--- src/rtl/fetch_queue.sv ---
// fetch_queue: issues one instruction-memory request at a time from the
// current PC and buffers returned {pc, instr} pairs in a small FIFO for
// decode. A redirect flushes the FIFO and drops any response still in flight.
module fetch_queue #(
    parameter int ADDR_W  = 64,
    parameter int INSTR_W = 32,
    parameter int DEPTH   = 4
) (
    input  logic               clk,
    input  logic               rst,
    input  logic [ADDR_W-1:0]  pc_addr,
    output logic               pc_advance,
    input  logic               flush,
    output logic               imem_req,
    output logic [ADDR_W-1:0]  imem_addr,
    input  logic               imem_ack,
    input  logic [INSTR_W-1:0] imem_rdata,
    output logic               dec_valid,
    output logic [ADDR_W-1:0]  dec_pc,
    output logic [INSTR_W-1:0] dec_instr,
    input  logic               dec_ready
);

    localparam int PTR_W = $clog2(DEPTH);
    localparam int CNT_W = $clog2(DEPTH + 1);

    typedef enum logic {
        S_IDLE,
        S_WAIT
    } state_t;

    state_t             state;
    logic               discard;
    logic [CNT_W-1:0]   count;
    logic [PTR_W-1:0]   rd_ptr;
    logic [PTR_W-1:0]   wr_ptr;

    logic [ADDR_W-1:0]  pc_mem    [DEPTH];
    logic [INSTR_W-1:0] instr_mem [DEPTH];

    logic               space;
    logic               push;
    logic               pop;

    // A push only ever comes from a request issued with room available, so
    // it can never overflow; a flush suppresses both push and pop.
    assign imem_req   = (state == S_WAIT);
    assign space      = (count < CNT_W'(DEPTH));
    assign push       = imem_req & imem_ack & ~discard & ~flush;
    assign dec_valid  = (count != '0);
    assign pop        = dec_valid & dec_ready & ~flush;
    assign pc_advance = push;
    assign dec_pc     = pc_mem[rd_ptr];
    assign dec_instr  = instr_mem[rd_ptr];

    // Request FSM: capture the PC on issue and hold it until the ack; a flush
    // mid-request marks the response to be dropped when it arrives.
    always_ff @(posedge clk) begin
        if (rst) begin
            state     <= S_IDLE;
            discard   <= 1'b0;
            imem_addr <= '0;
        end else begin
            case (state)
                S_IDLE: begin
                    if (space && !flush && !discard) begin
                        imem_addr <= pc_addr;
                        state     <= S_WAIT;
                    end
                end
                S_WAIT: begin
                    if (imem_ack) begin
                        discard <= 1'b0;
                        state   <= S_IDLE;
                    end else if (flush) begin
                        discard <= 1'b1;
                    end
                end
                default: state <= S_IDLE;
            endcase
        end
    end

    // FIFO occupancy and pointers; a flush empties the queue outright.
    always_ff @(posedge clk) begin
        if (rst || flush) begin
            count  <= '0;
            rd_ptr <= '0;
            wr_ptr <= '0;
        end else begin
            if (push) begin
                wr_ptr <= wr_ptr + PTR_W'(1);
            end
            if (pop) begin
                rd_ptr <= rd_ptr + PTR_W'(1);
            end
            if (push && !pop) begin
                count <= count + CNT_W'(1);
            end else if (pop && !push) begin
                count <= count - CNT_W'(1);
            end
        end
    end

    // Entry storage carries no reset; contents are only observed while valid.
    always_ff @(posedge clk) begin
        if (push) begin
            pc_mem[wr_ptr]    <= imem_addr;
            instr_mem[wr_ptr] <= imem_rdata;
        end
    end

endmodule

--- config.mk ---
export PLATFORM = sky130hd
export DESIGN_NAME = fetch_queue
export DESIGN_NICKNAME = d
export VERILOG_FILES = /design/src/rtl/fetch_queue.sv
export SDC_FILE = /design/constraint.sdc
export NUM_CORES = 1
export LEC_CHECK = 0
export BUFFER_PORTS_ARGS = -buffer_cell sky130_fd_sc_hd__buf_2
export CAP_MARGIN = 20
export CORE_ASPECT_RATIO = 1.2
export CORE_MARGIN = 4
export CORE_UTILIZATION = 51
export DETAILED_ROUTE_END_ITERATION = 12
export PLACE_DENSITY_LB_ADDON = 0.05
export SLEW_MARGIN = 20
export SYNTH_ARGS = -nofsm -noshare
export SYNTH_HDL_FRONTEND = slang
export SYNTH_SLANG_ARGS = --single-unit
--- constraint.sdc ---
create_clock -name clk -period 4.42 [get_ports clk]
set_input_delay 1.105 -clock clk [delete_from_list [all_inputs] [get_ports clk]]
set_output_delay 1.105 -clock clk [all_outputs]
set_load 0.005 [all_outputs]
Yosys cells after proc, flatten, opt, wreduce, memory -nomap -nowiden
Memories as Yosys holds them, arrays and structs flattened. A register that Yosys moved wholly into a read port is not among the register bits.
Cells that the tools add are included.
{"block": "word_totals", "ram_bits": 384, "ff_bits": 73, "wordCells": 48, "n_memories": 2}
{"name": "pc_mem", "depth": 4, "width": 64, "read_ports": 1, "rd_ports_with_merged_regs": 1, "write_ports": 1, "line_no": "38", "source": "logic [ADDR_W-1:0] pc_mem [DEPTH];"}
{"name": "instr_mem", "depth": 4, "width": 32, "read_ports": 1, "rd_ports_with_merged_regs": 1, "write_ports": 1, "line_no": "39", "source": "logic [INSTR_W-1:0] instr_mem [DEPTH];"}
{"block": "op_classes", "order_cmp": 1, "bitwise_logic": 8, "reduce_logical": 14, "add_sub_neg": 4, "mux": 13}
{"cell": "$mux 2", "count": 4}
{"cell": "$mux 1", "count": 6}
{"cell": "$mux 3", "count": 2}
{"cell": "$and 1x1->1", "count": 5}
{"cell": "$add 2x1->2 const B", "count": 2}
{"cell": "$logic_and 1x1->1", "count": 4}
{"cell": "$logic_not 1->1", "count": 4}
{"cell": "$reduce_and 2->1", "count": 2}
{"cell": "$reduce_bool 2->1", "count": 2}
{"cell": "$add 3x1->3 const B", "count": 1}
{"cell": "$lt 3x3->1 const B", "count": 1}
{"cell": "$not 1->1", "count": 3}
{"cell": "$reduce_bool 3->1", "count": 1}
{"cell": "$sub 3x1->3 const B", "count": 1}
{"cell": "$pmux 1 s2", "count": 1}
{"cell": "$logic_or 1x1->1", "count": 1}

Depth between registers and ports, before layout
Gate-level depths: netlist of run 1.
{"block": "depth", "word_depth": 7, "depth_mapped": 8}

Least setup slack after synthesis of run 1
OpenSTA, ideal clock, no wires.
{"block": "synth_timing", "path_kind": "input port to flip-flop", "start": "input flush", "end": "memory instr_mem[0][0] (enable)", "cell_stages": 3, "slack_ps": 150, "n_path_buf": 1, "t_arrival_ps": 3804, "cell_sequence": "nor4bb_1 > buf_2 > and2_1"}
{"block": "synth_between", "elab_chain_len": 4}
{"item": "start, declared", "line_no": "13", "source": "input logic flush,"}
{"item": "$not 1->1", "line_no": "49", "source": "assign push = imem_req & imem_ack & ~discard & ~flush;"}
{"item": "$and 1x1->1", "line_no": "49"}
{"item": "net pc_advance", "line_no": "12", "source": "output logic pc_advance,"}
{"item": "$mux 1", "line_no": "107", "source": "if (push) begin"}
{"item": "$mux 1 (not written as such)", "line_no": "109", "source": "instr_mem[wr_ptr] <= imem_rdata;"}
{"item": "end, declared", "line_no": "39"}
The timed path passes the listed nets, and every way through them passes these cells.

==> impl_metrics.tcl, run 1 <==
set metrics [dict create \
    syn_area_per_cell_um2 19.9 \
    final_nets 1225 \
    synth_seq_cells 459 \
    worstHoldPathType "flip-flop to flip-flop" \
    grt_use_total 0.184 \
    syn_nets 940 \
    cts_sinks 459 \
    fin_skew_ps 16.2 \
    drc_errors 0 \
    cp_max_fo 36 \
    worstSetupEndpoint "dec_pc[50]" \
    synthTopCellsByCount "edfxtp_1 (384), nand2_1 (128), mux4_2 (96), dfxtp_1 (75), a21oi_1 (65)" \
    drive_gt1_frac 0.393 \
    crit_arrival_ps 2230 \
    drtAntennaViolNets 0 \
    firstDrtPassIters 4 \
    timing.setup.tns_ps 0 \
    regToRegStartpoint "count[2]" \
    cts_resized 0 \
    gp_congestion 0.688 \
    grt_pass1_vias 8803 \
    async_flop_share 0 \
    power_leakage_nw 6.87 \
    placed_cells 1479 \
    cts_tree "done" \
    netlist_area_um2 16600 \
    post-route-period-util 0.755 \
    clk_latency_ps 540 \
    yosys-top-cells-area "edfxtp_1 (69%), mux4_2 (13%), dfxtp_1 (9.0%)" \
    rrSetupSlack_ps 2120 \
    clock.fmax_mhz 300 \
    core_um2 32200 \
    num_antenna_cells 0 \
    start_util 0.516 \
    setup_viol 0 \
    cts-root-buf "clkbuf_16" \
    rows 72 \
    status "complete, no violations" \
    highest_layer "met5" \
    worstReg2RegEnd "imem_addr[41]" \
    ys_seq_area_frac 0.785 \
    m1WireLength_um 12800 \
    wl_met3_um 1970 \
    instances_no_fill 1559 \
    grt_pass1_wl_um 50300 \
    start_kind "flip-flop" \
    ys.flop_type "edfxtp_1" \
    vias 8367 \
    hold_viol 0 \
    wl_per_cell_um 20.9 \
    yosys.cell_count.top_type "edfxtp_1" \
    ioPinCount 264 \
    cts_inserted_buffers 44 \
    grt_max_degree 65 \
    drv_cap 0 \
    synth_edf_count 384 \
    drtIter0Drc 386 \
    post-cts-setup-buffers 0 \
    worst_pin_slew_ps 974 \
    wirelength_um 32600 \
    rsz0062_at_grt "no" \
    viasPerCell 5.37 \
    hpwl_um 20100 \
    drv_slew 0 \
    clk_path_buf_depth 3 \
    worstHoldStart "imem_addr[54]" \
    die_area_um2 35500 \
    crit_type "flip-flop to output port" \
    max_slew_margin 0.351 \
    antenna_found_initial 2 \
    grt-ovfl-total 0 \
    ir_drop_v 0.000429 \
    portBuffers 263 \
    yosysTopAreaCellShare 0.695 \
    holdBufCountCts 0 \
    yosys_warnings 0 \
    synth.largest_area_cell "edfxtp_1" \
    die-height_um 206 \
    h-tree-depth 2 \
    ff2ff_path_depth 4 \
    syn_to_final_growth_pct 19.5 \
    synth_cells 833 \
    synth_cell_types 29 \
    die_w_um 173 \
    period_needed_ps 3340 \
    powerDensity_nw_per_um2 446 \
    end_kind "output port" \
    wl_met2_um 17100 \
    required_ps 3310 \
    clk_transition_reported_paths_ps 60 \
]
cells by family (layout without fill, tap and decap cells):
kind of cell | after synthesis | in the layout | share of synthesized area
AOI/OAI and AO/OA | 71 | 71 | 0.0224
xor gates and xnor gates | 5 | 5 | 0.00264
adders and majority gates | 6 | 6 | 0.00497
buffers and inverters | 47 | 366 | 0.0173
DFF | 459 | 459 | 0.785
muxes | 98 | 98 | 0.131
and+or+nand+nor | 147 | 147 | 0.0363
registers in the layout, indices dropped and copies added, names as in the netlist, named ones only:
| name | count |
|---|---|
| instr_mem | 128 |
| imem_req | 1 |
| discard | 1 |
| wr_ptr | 2 |
| imem_addr | 64 |
| count | 3 |
| pc_mem | 256 |
| rd_ptr | 2 |
how the worst min path moves through the flow:
| stage | slack [ps] | cells after the start | end |
|---|---|---|---|
| global route | 540 | 0 | pc_mem[2][59] |
| floorplan | 480 | 2 | flip-flop |
| global placement | 490 | 2 | imem_addr[52] |
| CTS | 520 | 2 | imem_addr[31] |
| finish | 510 | 2 | imem_addr[54] |
| detailed placement | 510 | 2 | imem_addr[54] |
worst max-delay path, stage by stage (launching register included):
cell	delay, ps
dfxtp_4	720
buf_4	440
mux4_2	380
buf_2	150
power breakdown:
group | internal, mW | leakage (nW) | total [mW] | switching (mW)
combinational | 0.143 | 2.10 | 0.320 | 0.177
sequential | 4.76 | 4.07 | 4.83 | 0.0723
clock | 2.20 | 0.702 | 3.69 | 1.49
cell type report:
type	count	area, µm²
repair buffers	283	1550
fillers	2382	12300
flip-flops and latches	459	13000
clock buffers	63	1250
well taps	407	509
clock inverters	17	184
multi-input cells	327	3290
inverters	3	11.3
layout by cell type, fill, tap and decap left out, drive strengths merged, types with 5 or more instances in the layout:
cell / n
buf: 283
edfxtp: 384
nand2: 128
ha: 5
mux4: 96
a21oi: 67
clkbuf: 63
clkinv: 12
nor2: 7
dfxtp: 75
metrics by stage:
| step | power [mW] | setup slack [ps] | hold slack [ps] | area (µm²) | utilization |
|---|---|---|---|---|---|
| after global routing | 9.17 | 966 | 536 | 19800 | 0.617 |
| after CTS | 8.95 | 998 | 515 | 19800 | 0.617 |
| final | 8.84 | 1080 | 507 | 19800 | 0.617 |
| after detailed placement | 5.26 | 1310 | 507 | 18400 | 0.572 |
| after floorplan | 5.08 | 150 | 485 | 16600 | - |
| after global placement | 5.25 | 1330 | 495 | 18400 | 0.572 |
layer usage:
metal | global-route usage | up-vias
met3 | 0.0467 | 55
li1 | - | 3851
met1 | 0.224 | 4243
met4 | 0.0496 | 4
met2 | 0.331 | 214
met5 | 0 | -
Note: power is estimated with default switching activity, not from simulation.
==> run 2, diff against run 1 <==
Settings changed: ABC_AREA set to 1.
Clock period 4.42 ns to 2.75 ns, I/O delays scaled along.
==> run 2 against run 1 <==
  * Final area is 2.1% higher
  * Utilization decreased by 0.60 points
  * Wire length is 18% higher
  * Sequential power is 61% higher
  * Non-clock buffer count is 9 higher
  * Clock skew decreased by 8.5 ps
  * Register-to-register slack got worse by 1400 ps
  * Critical path type unchanged
  * Largest cell class unchanged
  * Synthesized area is 3.5% higher
  * Worst setup slack worse by 950 ps
  * Synthesized cell count is 55% higher
  * Final cell count increased by 30%
==> impl_metrics.tcl, run 2 <==
set metrics [dict create \
    status "complete, no violations" \
    drc_errors 0 \
    cp_max_fo 72 \
    hold-path-endpoint "instr_mem[2][17]" \
    worstHoldPathType "primary input to flip-flop" \
    start_util 0.518 \
    num_antenna_cells 0 \
    fin_skew_ps 7.71 \
    power_leakage_nw 7.23 \
    wirelength_um 38600 \
    powerDensity_nw_per_um2 690 \
    netlist_area_um2 17200 \
    regToRegStartpoint "imem_req" \
    portBuffers 263 \
    grt_pass1_wl_um 59500 \
    vias 11000 \
    viasPerCell 5.43 \
    syn_nets 1396 \
    worstHoldStart "imem_rdata[17]" \
    m1WireLength_um 16000 \
    clk_transition_reported_paths_ps 60 \
    wl_met2_um 19600 \
    hold_viol 0 \
    placed_cells 1941 \
    layout_common_cells "edfxtp_1 (384), buf_2 (263), nor2_1 (202)" \
    fin_area_um2 20300 \
    wl_met3_um 2110 \
    highest_layer "met5" \
    ir_drop_v 0.000482 \
    clk_path_buf_depth 3 \
    dpl_cell_area_um2 18900 \
    post-route-period-util 0.953 \
    core_um2 33200 \
    reg.largest.list "pc_mem x256, instr_mem x128, imem_addr x64" \
    h-tree-depth 2 \
    drive_gt1_frac 0.230 \
    synth_edf_count 384 \
    drv_slew 0 \
    worstReg2RegEnd "count[2]" \
    synth_seq_cells 459 \
    drv_cap 0 \
    ff2ff_path_depth 12 \
    setup_viol 0 \
    ys.flop_type "edfxtp_1" \
    cts_tree "done" \
    cts_inserted_buffers 44 \
    final_core_utilization 0.611 \
    antenna_found_initial 1 \
    grt_max_degree 73 \
    firstDrtPassIters 5 \
    syn_area_per_cell_um2 13.3 \
    drtAntennaViolNets 0 \
    ioPinCount 264 \
    grt_pass1_vias 10800 \
    synth-simple-area-share 0.0830 \
    required_ps 2060 \
    die_w_um 176 \
    gp_congestion 0.732 \
    cts-root-buf "clkbuf_16" \
    hpwl_um 22300 \
    top_register "pc_mem" \
    crit_arrival_ps 1930 \
    synth-compound-area-share 0.112 \
    yosys.cell_count.top_type "edfxtp_1" \
    crit_type "flip-flop to output port" \
    rsz0062_at_grt "yes" \
    syn_to_final_growth_pct 18.0 \
    synthAdderAreaFrac 0.00481 \
    ys_seq_area_frac 0.759 \
    largest_reg_flops 256 \
    synth.largest_area_cell "edfxtp_1" \
    async_flop_share 0 \
    die_area_um2 36700 \
    rrSetupSlack_ps 760 \
    clk_latency_ps 540 \
    whs_ps 366 \
    yosysTopAreaCellShare 0.671 \
    rows 73 \
    timing.setup.tns_ps 0 \
    synthTopCellsByCount "edfxtp_1 (384), nor2_1 (207), o21ai_0 (105), o22ai_1 (96), o21ai_1 (91)" \
    grt-ovfl-total 0 \
    synth_cell_types 25 \
    end_kind "output port" \
    worst_pin_slew_ps 769 \
    grt_use_total 0.206 \
    synth_cells 1289 \
    period_needed_ps 2620 \
    instances_no_fill 2021 \
    synth_top_family_by_area "compound AO/OA/AOI/OAI gates" \
    drtIter0Drc 734 \
    synth-xor-area-share 0 \
    synthMuxAreaShare 0 \
    yosys-top-cells-area "edfxtp_1 (67%), dfxtp_1 (8.7%), nor2_1 (4.5%)" \
    post-cts-setup-buffers 0 \
    die-height_um 209 \
    max_slew_margin 0.487 \
    clock.fmax_mhz 382 \
    min_path_cells 1 \
    yosys_warnings 0 \
    cts_sinks 459 \
    final_nets 1644 \
    final_common_cell "edfxtp_1" \
    wl_per_cell_um 19.1 \
    start_kind "flip-flop" \
]
[run 2: cell types whose count changed in the layout (fill, tap and decap cells not counted), moves of 6 or more]
cell,delta
nor2_4,+6
inv_1,+13
o21ai_0,+104
o22ai_1,+96
buf_12,+7
nor2_1,+195
nand2_1,-54
o21ai_1,+91
nand3_1,+67
clkinv_1,+6
mux4_2,-96
[run 2: critical path, cell delays in order, from the launching register on]
cell and delay [ps]:
dfxtp_4 430, buf_12 280, o21ai_0 160, o22ai_1 310
buf_2 180
[run 2: worst max path at each step]
stage,start,end,slack (ps),cells after the start
2_1_floorplan,flush,instr_mem[0][0],-130,4
3_3_place_gp,imem_ack,count[2],500,14
3_5_place_dp,imem_ack,count[2],470,14
4_1_cts,flip-flop,dec_pc[59],-10,4
5_1_grt,flip-flop,dec_pc[22],-6,4
6_report,flip-flop,dec_pc[22],130,4
[run 2: cell type report]
class                           count  area [µm²]
Inverter                           18        85.1
Clock inverter                     21         140
Clock buffer                       59        1210
Fill cell                        2685       12900
Sequential cell                   459       13000
Tap cell                          450         563
Timing Repair Buffer              292        1720
Multi-Input combinational cell    722        3500
[run 2: routing by layer]
metal,GRT usage,vias up
met1,0.258,5400
li1,-,5247
met4,0.0594,2
met5,0,-
met3,0.0434,53
met2,0.362,272
[run 2: report_power, final]
part	switching [mW]	internal, mW
Clock	2.37	3.26
Combinational	0.354	0.227
Sequential	0.116	7.66
[run 2: cells by family (layout without fill, tap and decap cells)]
group / after synthesis / after routing
AO/OA/AOI/OAI: 362 / 362
adder cells (fa/ha/maj): 6 / 6
buffers and inverters: 108 / 390
flip-flops: 459 / 459
AND/OR/NAND/NOR: 354 / 354
[run 2: timing repair]
action                     in CTS  in global routing
hold buffers                    0                  0
setup endpoints to repair       5                 53
gates resized for setup         1                  7
cloned                          0                  0
[run 2: stage by stage]
step                total power [mW]  worst slack (ps)
detailed placement              8.51               465
floorplan                       8.20              -131
global placement                8.50               496
global route                    14.5             -5.66
CTS                             14.1             -14.8
finish                          14.0               129
==> run 3, diff against run 2 <==
Settings changed: CELL_PAD_IN_SITES_DETAIL_PLACEMENT set to 1, CELL_PAD_IN_SITES_GLOBAL_PLACEMENT set to 1, CORE_UTILIZATION 51 to 41.
==> run 3 against run 2 <==
  * Critical endpoint is now dec_pc[26]
  * Sequential power about the same
  * Wire length is 15% higher
  * Largest power group unchanged
  * Critical path type unchanged
  * Worst setup slack worse by 21 ps
  * Flip-flop and latch count stayed put
  * Non-clock buffer count unchanged
==> impl_metrics.tcl, run 3 (synthesized netlist as in run 2, its figures left out) <==
set metrics [dict create \
    grt-ovfl-total 0 \
    crit_arrival_ps 1950 \
    power_frac_clock 0.429 \
    setup_ws_ps 108 \
    post-route-period-util 0.961 \
    wirelength_um 44300 \
    powerDensity_nw_per_um2 713 \
    final_common_cell "edfxtp_1" \
    die-height_um 232 \
    grt_use_total 0.191 \
    grt_pass1_vias 11600 \
    antenna_found_initial 1 \
    multi_input_area_um2 3500 \
    fin_skew_ps 14.9 \
    largest_reg_flops 256 \
    grt_pass1_wl_um 68100 \
    p_int_mw 11.7 \
    syn_to_final_growth_pct 20.1 \
    post-cts-setup-buffers 0 \
    seq_area_um2 13000 \
    start_util 0.418 \
    hold_viol 0 \
    core_um2 41000 \
    wl_per_cell_um 21.0 \
    drive_gt1_frac 0.239 \
    p_seq_frac 0.529 \
    drv_cap 0 \
    holdBufCountCts 0 \
    die_w_um 195 \
    portBuffers 263 \
    fin_area_um2 20600 \
    cts_sinks 459 \
    cts_inserted_buffers 46 \
    drv_slew 0 \
    drtIter0Drc 515 \
    end_kind "output port" \
    comb_power_share 0.041 \
    timing.setup.tns_ps 0 \
    cts-root-buf "clkbuf_16" \
    cp_max_fo 46 \
    required_ps 2060 \
    h-tree-depth 2 \
    dpl_cell_area_um2 19000 \
    hpwl_um 26400 \
    place_ws_ps 437 \
    vias 11200 \
    clk_transition_reported_paths_ps 60 \
    clock.fmax_mhz 379 \
    ir_drop_v 0.000477 \
    rsz0062_at_grt "yes" \
    layout_common_cells "edfxtp_1 (384), buf_2 (263), nor2_1 (202)" \
    start_kind "flip-flop" \
    cts_tree "done" \
    top_register "pc_mem" \
    drc_errors 0 \
    firstDrtPassIters 4 \
    reg.largest.list "pc_mem x256, instr_mem x128, imem_addr x64" \
    final_nets 1646 \
    viasPerCell 5.29 \
    swShare 0.203 \
    status "complete, no violations" \
    clk_path_buf_depth 3 \
    power_leakage_nw 7.35 \
    period_needed_ps 2640 \
    drtAntennaViolNets 0 \
    crit_type "flip-flop to output port" \
    gp_congestion 0.708 \
    max_slew_margin 0.465 \
    num_antenna_cells 0 \
    grt_max_degree 75 \
    rows 81 \
    setup_viol 0 \
    ioPinCount 264 \
    worstHoldPathType "primary input to flip-flop" \
    nFillCells 4208 \
    switchingPower_mw 2.99 \
    clk_latency_ps 560 \
    worst_pin_slew_ps 803 \
    die_area_um2 45200 \
]
## run 3: per-stage QoR
| stage | cells | hold WS [ps] | util | power, mW |
|---|---|---|---|---|
| floorplan | 1289 | 466 | - | 8.20 |
| finish | 2114 | 347 | 0.502 | 14.7 |
| global route | 2114 | 329 | 0.502 | 15.2 |
| global placement | 2030 | 496 | 0.464 | 8.53 |
| detailed placement | 2030 | 508 | 0.464 | 8.55 |
| CTS | 2114 | 316 | 0.502 | 14.9 |
## run 3: routing by layer
metal | track usage | vias to the layer above | part of all wire
met5 | 0 | - | 0.00029
met4 | 0.0410 | 2 | 0.016
met3 | 0.0395 | 47 | 0.050
met2 | 0.337 | 220 | 0.51
met1 | 0.247 | 5655 | 0.42
li1 | - | 5250 | -
## run 3: power groups by stage
stage / Combinational, mW / Sequential (mW) / Clock (mW)
detailed placement: 0.620 / 7.93 / 0
floorplan: 0.307 / 7.89 / 0
finish: 0.607 / 7.78 / 6.31
CTS: 0.623 / 7.78 / 6.48
global route: 0.680 / 7.80 / 6.77
global placement: 0.609 / 7.92 / 0
## run 3: what timing repair did
| action | CTS | global route |
|---|---|---|
| gates resized for setup | 3 | 3 |
| hold endpoints to repair | 0 | 0 |
| setup endpoints to repair | 15 | 19 |
## run 3: final cells by class
class,count,area share
Clock buffer,75,0.0710
Clock inverter,9,0.00492
Inverter,18,0.00394
Multi-Input combinational cell,722,0.170
Sequential cell,459,0.632
Tap cell,539,0.0327
Timing Repair Buffer,292,0.0854
## run 3: path summary, 6_finish.rpt
check | startpoint | to | slack [ps] | depth (start not counted)
hold / removal | imem_rdata[31] | instr_mem[0][31] | 350 | 1
setup reg to reg | imem_req | count[2] | 720 | 12
setup / recovery | flip-flop | dec_pc[26] | 110 | 4
hold reg to reg | count[0] | count[0] | 510 | 1
## run 3: critical path: stages, from the launching register on
cell and delay [ps]:
dfxtp_4 430, clkbuf_8 350, o21ai_0 150, o22ai_1 280
buf_2 170
